File: src/rtl/dmem_arbiter.sv
// dmem_arbiter: round-robin arbiter/sequencer between the core and the debug
// loader for the single-port VEDA data memory. Optional stats: DMEM_ARBITER_STATS_EN.
module dmem_arbiter #(
   parameter int ADDR_W   = 9,
   parameter int DATA_W   = 32,
   parameter int READ_LAT = 1
) (
   input  logic              clk,
   input  logic              rst_n,
   input  logic              cpu_req,
   input  logic              cpu_mode,
   input  logic [ADDR_W-1:0] cpu_addr,
   input  logic [DATA_W-1:0] cpu_wdata,
   output logic              cpu_gnt,
   output logic              cpu_done,
   output logic [DATA_W-1:0] cpu_rdata,
   input  logic              dbg_req,
   input  logic              dbg_mode,
   input  logic [ADDR_W-1:0] dbg_addr,
   input  logic [DATA_W-1:0] dbg_wdata,
   output logic              dbg_gnt,
   output logic              dbg_done,
   output logic [DATA_W-1:0] dbg_rdata,
   output logic              mem_en,
   output logic              mem_mode,
   output logic [ADDR_W-1:0] mem_addr,
   output logic [DATA_W-1:0] mem_din,
   input  logic [DATA_W-1:0] mem_dout,
   output logic              busy
`ifdef DMEM_ARBITER_STATS_EN
   ,
   input  logic              stat_clr,
   output logic [15:0]       cpu_cnt,
   output logic [15:0]       dbg_cnt
`endif
);

   typedef enum logic [1:0] {
      IDLE,
      ACCESS,
      WAIT,
      DONE
   } state_t;

   localparam logic [2:0] WAIT_INIT = 3'(READ_LAT - 1);

   state_t              state_q;
   logic                id_q;
   logic                last_q;
   logic [2:0]          wcnt_q;
   logic                cpu_gnt_q;
   logic                cpu_done_q;
   logic [DATA_W-1:0]   cpu_rdata_q;
   logic                dbg_gnt_q;
   logic                dbg_done_q;
   logic [DATA_W-1:0]   dbg_rdata_q;
   logic                mem_en_q;
   logic                mem_mode_q;
   logic [ADDR_W-1:0]   mem_addr_q;
   logic [DATA_W-1:0]   mem_din_q;
   logic                busy_q;

   logic                any_req_d;
   logic                pick_dbg_d;
   logic                win_mode_d;
   logic [ADDR_W-1:0]   win_addr_d;
   logic [DATA_W-1:0]   win_wdata_d;

   // Winner selection: a lone requester wins, a tie goes to the one not served last
   always_comb begin
      any_req_d  = cpu_req | dbg_req;
      pick_dbg_d = dbg_req & (~cpu_req | ~last_q);
      if (pick_dbg_d) begin
         win_mode_d  = dbg_mode;
         win_addr_d  = dbg_addr;
         win_wdata_d = dbg_wdata;
      end else begin
         win_mode_d  = cpu_mode;
         win_addr_d  = cpu_addr;
         win_wdata_d = cpu_wdata;
      end
   end

   // Transaction sequencer; every output is a register set on the state change
   always_ff @(posedge clk or negedge rst_n) begin
      if (!rst_n) begin
         state_q     <= IDLE;
         id_q        <= 1'b0;
         last_q      <= 1'b1;
         wcnt_q      <= '0;
         cpu_gnt_q   <= 1'b0;
         cpu_done_q  <= 1'b0;
         cpu_rdata_q <= '0;
         dbg_gnt_q   <= 1'b0;
         dbg_done_q  <= 1'b0;
         dbg_rdata_q <= '0;
         mem_en_q    <= 1'b0;
         mem_mode_q  <= 1'b0;
         mem_addr_q  <= '0;
         mem_din_q   <= '0;
         busy_q      <= 1'b0;
      end else begin
         cpu_gnt_q  <= 1'b0;
         dbg_gnt_q  <= 1'b0;
         cpu_done_q <= 1'b0;
         dbg_done_q <= 1'b0;
         mem_en_q   <= 1'b0;
         unique case (state_q)
            IDLE: begin
               if (any_req_d) begin
                  id_q       <= pick_dbg_d;
                  last_q     <= pick_dbg_d;
                  mem_mode_q <= win_mode_d;
                  mem_addr_q <= win_addr_d;
                  mem_din_q  <= win_wdata_d;
                  mem_en_q   <= 1'b1;
                  cpu_gnt_q  <= ~pick_dbg_d;
                  dbg_gnt_q  <= pick_dbg_d;
                  busy_q     <= 1'b1;
                  state_q    <= ACCESS;
               end
            end
            ACCESS: begin
               if (mem_mode_q) begin
                  wcnt_q  <= WAIT_INIT;
                  state_q <= WAIT;
               end else begin
                  cpu_done_q <= ~id_q;
                  dbg_done_q <= id_q;
                  state_q    <= DONE;
               end
            end
            WAIT: begin
               if (wcnt_q == 3'd0) begin
                  if (id_q) begin
                     dbg_rdata_q <= mem_dout;
                  end else begin
                     cpu_rdata_q <= mem_dout;
                  end
                  cpu_done_q <= ~id_q;
                  dbg_done_q <= id_q;
                  state_q    <= DONE;
               end else begin
                  wcnt_q <= wcnt_q - 3'd1;
               end
            end
            DONE: begin
               busy_q  <= 1'b0;
               state_q <= IDLE;
            end
         endcase
      end
   end

   assign cpu_gnt   = cpu_gnt_q;
   assign cpu_done  = cpu_done_q;
   assign cpu_rdata = cpu_rdata_q;
   assign dbg_gnt   = dbg_gnt_q;
   assign dbg_done  = dbg_done_q;
   assign dbg_rdata = dbg_rdata_q;
   assign mem_en    = mem_en_q;
   assign mem_mode  = mem_mode_q;
   assign mem_addr  = mem_addr_q;
   assign mem_din   = mem_din_q;
   assign busy      = busy_q;

`ifdef DMEM_ARBITER_STATS_EN
   logic [15:0] cpu_cnt_q;
   logic [15:0] dbg_cnt_q;

   // Saturating completion counters; a clear beats a same-cycle increment
   always_ff @(posedge clk or negedge rst_n) begin
      if (!rst_n) begin
         cpu_cnt_q <= '0;
         dbg_cnt_q <= '0;
      end else if (stat_clr) begin
         cpu_cnt_q <= '0;
         dbg_cnt_q <= '0;
      end else begin
         if (cpu_done_q && cpu_cnt_q != 16'hFFFF) begin
            cpu_cnt_q <= cpu_cnt_q + 16'd1;
         end
         if (dbg_done_q && dbg_cnt_q != 16'hFFFF) begin
            dbg_cnt_q <= dbg_cnt_q + 16'd1;
         end
      end
   end

   assign cpu_cnt = cpu_cnt_q;
   assign dbg_cnt = dbg_cnt_q;
`endif

endmodule

File: config.mk
export PLATFORM = sky130hd
export DESIGN_NAME = dmem_arbiter
export DESIGN_NICKNAME = d
export VERILOG_FILES = /design/src/rtl/dmem_arbiter.sv
export SDC_FILE = /design/constraint.sdc
export NUM_CORES = 1
export LEC_CHECK = 0
export ABC_AREA = 1
export CORE_UTILIZATION = 45
export CTS_CLUSTER_SIZE = 12
export DETAILED_ROUTE_END_ITERATION = 8
export PLACE_DENSITY = 0.91
export SYNTH_ARGS = -nofsm -noshare
export SYNTH_HDL_FRONTEND = slang
export SYNTH_SLANG_ARGS = --single-unit
export TNS_END_PERCENT = 1
File: constraint.sdc
create_clock -name clk -period 3.55 [get_ports clk]
set_input_delay 0.5325 -clock clk [delete_from_list [all_inputs] [get_ports clk]]
set_output_delay 0.5325 -clock clk [all_outputs]
set_load 0.01 [all_outputs]
**Yosys cells after proc, flatten, opt, wreduce, memory -nomap -nowiden**

Cells that the tools add are included.

- Flip-flop bits (word level): 119
- Bits of input ports: 120
- Output and inout bits: 112

- Add/sub/neg operators: 1
- Equality and inequality tests: 7
- Multiplexer cells: 24
- Bitwise operators: 7
- Reductions and logical operators: 10

Operators by type and width:

| kind | number |
|---|---|
| $mux W32 | 1 |
| $mux W1 | 13 |
| $mux W9 | 1 |
| $reduce_and A3 Y1 | 3 |
| $ne A2 B2 Y1 const B | 4 |
| $pmux W2 S4 | 1 |
| $mux W3 | 2 |
| $pmux W1 S2 | 3 |
| $pmux W3 S2 | 1 |
| $reduce_and A2 Y1 | 3 |
| $eq A2 B2 Y1 const B | 2 |
| $mux W2 | 2 |
| $not A1 Y1 | 4 |
| $reduce_bool A2 Y1 | 2 |
| $logic_not A3 Y1 | 1 |
| $sub A3 B1 Y3 const B | 1 |
| $eq A2 B1 Y1 const B | 1 |
| $logic_not A2 Y1 | 1 |
| $or A1 B1 Y1 | 2 |
| $and A1 B1 Y1 | 1 |

**Logic depth before layout (Yosys ltp)**

- Word-level depth: 6
- Mapped depth: 8
- Mapped depth without buffers: 8

**Least setup slack after synthesis**

OpenSTA, ideal clock, no wires.

- Path type: flip-flop to flip-flop
- Start point: register state_q[0]
- End point: register id_q
- Setup time: 0.127 ns
- Data arrival time: 1.301 ns
- Required time: 3.423 ns
- Setup slack: 2.122 ns
- Cell stages (with the launch flop): 8
- Clock period less this slack: 1.428 ns
- Cells stage by stage: dfrtp_1 inv_1 ha_1 buf_2 inv_1 nor2_8 buf_8 o21ai_0

- Cells in the longest elaborated chain, start to end: 2

Ends and longest elaborated chain:

| what | RTL line | text |
|---|---|---|
| from (decl) | 47 | `state_t state_q;` |
| from (signal assigned) | 87 | `state_q <= IDLE;` |
| from (signal assigned) | 120 | `state_q <= ACCESS;` |
| from (signal assigned) | 126 | `state_q <= WAIT;` |
| $logic_not A2 Y1 | 108 | `unique case (state_q)` |
| $reduce_and A2 Y1 (no line) | n/a |  |
| to (signal assigned) | 111 | `id_q <= pick_dbg_d;` |
| to (decl) | 48 | `logic id_q;` |

No other way between the ends.
A chain may end at the register's enable or synchronous reset.

**Final worst setup path**

- Start point: register state_q[0]
- End point: register cpu_rdata_q[16] (netlist: cpu_rdata[16])

- Cells in the longest elaborated chain, start to end: 2

Ends and longest elaborated chain:

| what | RTL line | text |
|---|---|---|
| $eq A2 B2 Y1 | 108 |  |
| $reduce_and A3 Y1 (no line) | n/a |  |
| to (signal assigned) | 138 | `cpu_rdata_q <= mem_dout;` |
| to (decl) | 53 | `logic [DATA_W-1:0] cpu_rdata_q;` |

No other way between the ends.

==> impl_summary.log <==
INFO  metric maximum_number_of_pins_on_one_net_before_global_route_repair = 76
INFO  metric synth_warnings = 0
INFO  metric clock_tree.root_cell = clkbuf_16
INFO  metric critPathRequiredTime = 3.84 ns
INFO  metric post-route-min-period = 2.43 ns
INFO  metric core_area = 11,000 um^2
INFO  metric dp_hpwl = 10,800 um
INFO  metric final_layout_size_suffix_gt1_share = 7.00%
INFO  metric chipHeight = 110 um
INFO  metric synth.avg_cell_area = 9.33 um^2
INFO  metric seqCellArea = 2980 um^2
INFO  metric final-max-slew-violation-count = 0
INFO  metric max_stage_delay = 0.94 ns
INFO  metric crit_path_top_delay_cell = nand3_2
INFO  metric cts.htree.levels = 4
INFO  metric syn-instance-count = 558
INFO  metric antenna_cells = 0
INFO  metric cts_resized = 0
INFO  metric mostFrequentLayoutCells = 229 x clkdlybuf4s50_1, 138 x nand2_1, 118 x dfrtp_1
INFO  metric maxCapViolations = 0
INFO  metric row_count = 38
INFO  metric synth.distinct_cells = 26
INFO  metric post-route-drc-count = 0
INFO  metric headroom_to_the_max_slew_limit = 20.9%
INFO  metric syn_to_final_growth = 55.0%
INFO  metric synthesis.area = 5200 um^2
INFO  metric drtIter0Drc = 370
INFO  metric setup.worst_path.end_class = flip-flop
INFO  metric synthesis.nets = 684
INFO  metric cts-hold-fix-buffers = 0
INFO  metric outcome = finished, final reports clean
INFO  metric design.portCount = 232
INFO  metric dp.cells = 895
INFO  metric crit_buf_inv = 1
INFO  metric critPathKind = reg2reg
INFO  metric cts_max_path_buffers = 2
INFO  metric p_leak = 3.73 nW
INFO  metric tns = 0 ns
INFO  metric setup_viol_count_final = 0
INFO  metric detail_route.wl_per_cell = 16.9 um
INFO  metric grt_setup_unrepaired = false
INFO  metric drt_first_pass_iters = 5
INFO  metric global_route.overflow_total = 0
INFO  metric vias_per_cell = 5.45
INFO  metric cts_buffers = 17
INFO  metric fill_cells = 718
INFO  metric layout_commonest_cell = clkdlybuf4s50_1
INFO  metric post_cts.repair.setup_buffers = 0
INFO  metric number_of_synthesized_register_bits = 119
INFO  metric crit_fanout = 64
INFO  metric number_of_antenna_violations_at_the_first_check_in_global_routing = 0
INFO  metric worstMarginPinSlew = 1.19 ns
INFO  metric multi_input_area = 1800 um^2
INFO  metric vdd_ir_drop_max = 0.531 mV
INFO  metric areal_power_density_over_the_cells = 913 nW/um^2
INFO  metric global_route_wire_length_before_repair = 23,900 um
INFO  metric die-width = 110 um
INFO  metric route.final.wire_length = 15,600 um
INFO  metric finalHoldViolCount = 0
INFO  metric clock_latency = 0.41 ns
INFO  metric final_cycle_utilization_of_the_critical_path = 68.5%
INFO  metric die_area = 12,000 um^2
INFO  metric ys_seq_area_share = 57.2%
INFO  metric postRouteAntennaNets = 0
INFO  metric timing.critical_path.max_delay_family = simple AND/OR/NAND/NOR gates
INFO  metric category_of_the_worst_setup_path_launch_point = flip-flop
INFO  metric first_global_vias = 4,829
INFO  metric clock-sinks = 119
INFO  metric holdCritPathClass = in2async
INFO  metric crit_arrival = 2.72 ns
INFO  metric vias = 5,046
INFO  metric nets = 900
INFO  metric clock_tree_from_tritoncts = built
INFO  metric clkSlewWorstSetupHoldPaths = 0.06 ns
INFO  metric achievable-frequency = 411 MHz
INFO  metric grt.total_usage = 26.4%
INFO  metric fin_worst_skew = 0.00797 ns
INFO  metric io_buffers = 231
INFO  metric path_cells = inv_1, ha_1, nand3_2, o21ai_1
INFO  metric gpl.final_weighted_congestion = 0.851
INFO  metric final_util = 73.1%
INFO  metric layoutNonFillerInstCount = 926
INFO  metric initial_utilization = 47.2%
## power breakdown
part	switching, mW	total (mW)	internal, mW
sequential	0.400	2.42	2.02
clock	0.580	1.68	1.10
combinational	1.64	3.27	1.63
## stage by stage
stage / worst slack (ns) / hold slack [ns] / instance area (um^2) / total power, mW
2_1_floorplan: 2.12 / 0.237 / 5200 / 3.96
6_report: 1.12 / 0.118 / 8070 / 7.37
3_3_place_gp: 1.14 / 0.458 / 7480 / 5.52
5_1_grt: 0.849 / 0.169 / 8070 / 7.81
4_1_cts: 1.09 / 0.143 / 8070 / 7.40
3_5_place_dp: 1.04 / 0.474 / 7480 / 5.68
## area by class of cell
cell class	count	area share, %
Sequential cell	119	36.9
Clock inverter	9	1.23
Inverter	49	2.28
Clock buffer	22	6.00
Tap cell	140	2.17
Multi-Input combinational cell	352	22.3
Timing Repair Buffer	235	29.1
## synth_stat cells, drive strengths merged
master | number | share of area (%)
a21oi | 1 | 0.096
buf | 38 | 4.6
dfrtp | 118 | 57
dfstp | 1 | 0.51
ha | 6 | 1.4
inv | 49 | 3.5
nand2 | 140 | 10
nand3 | 87 | 9.5
nand3b | 3 | 0.43
nand4 | 39 | 4.7
nor2 | 7 | 1.1
o21ai | 67 | 6.7
or2 | 1 | 0.12
xor2 | 1 | 0.17
## cell families after synthesis
kind of cell	Yosys count	synth area share, %
XOR/XNOR	1	0.168
flip-flops	119	57.2
adder cells (fa/ha/maj)	6	1.44
buffers and inverters	87	8.17
AO/OA/AOI/OAI	68	6.76
AND/OR/NAND/NOR	277	26.2
## registers in the layout (all words and copies together) (netlist names), 2 cells and up
register / cells
dbg_rdata: 32
mem_addr: 9
state_q: 2
mem_din: 32
cpu_rdata: 32
wcnt_q: 3
## per-layer routing
metal / vias to the layer above / GRT usage, % / share of wire (%)
met2: 332 / 43.5 / 49
met1: 2379 / 30.7 / 37
met4: 0 / 13.0 / 3.3
met5: - / 0 / 0
met3: 42 / 9.19 / 11
li1: 2293 / - / -
## worst paths after layout
| check | to | from | slack [ns] | cells after the start |
|---|---|---|---|---|
| setup / recovery | cpu_rdata[16]$_DFFE_PN0P_ | state_q[0]$_DFFE_PN0P_ | 1.12 | 4 |
| max in group asynchronous | dbg_rdata[23]$_DFFE_PN0P_ | rst_n | 2.60 | 2 |
| hold / removal | mem_din[18]$_DFFE_PN0P_ | rst_n | 0.12 | 1 |
| setup reg to reg | cpu_rdata[16]$_DFFE_PN0P_ | state_q[0]$_DFFE_PN0P_ | 1.12 | 4 |
| hold reg to reg | dbg_rdata[25]$_DFFE_PN0P_ | dbg_rdata[25]$_DFFE_PN0P_ | 0.49 | 2 |
| min in group clk | dbg_rdata[25]$_DFFE_PN0P_ | dbg_rdata[25]$_DFFE_PN0P_ | 0.49 | 2 |
Power figures use the tool's default switching activity.
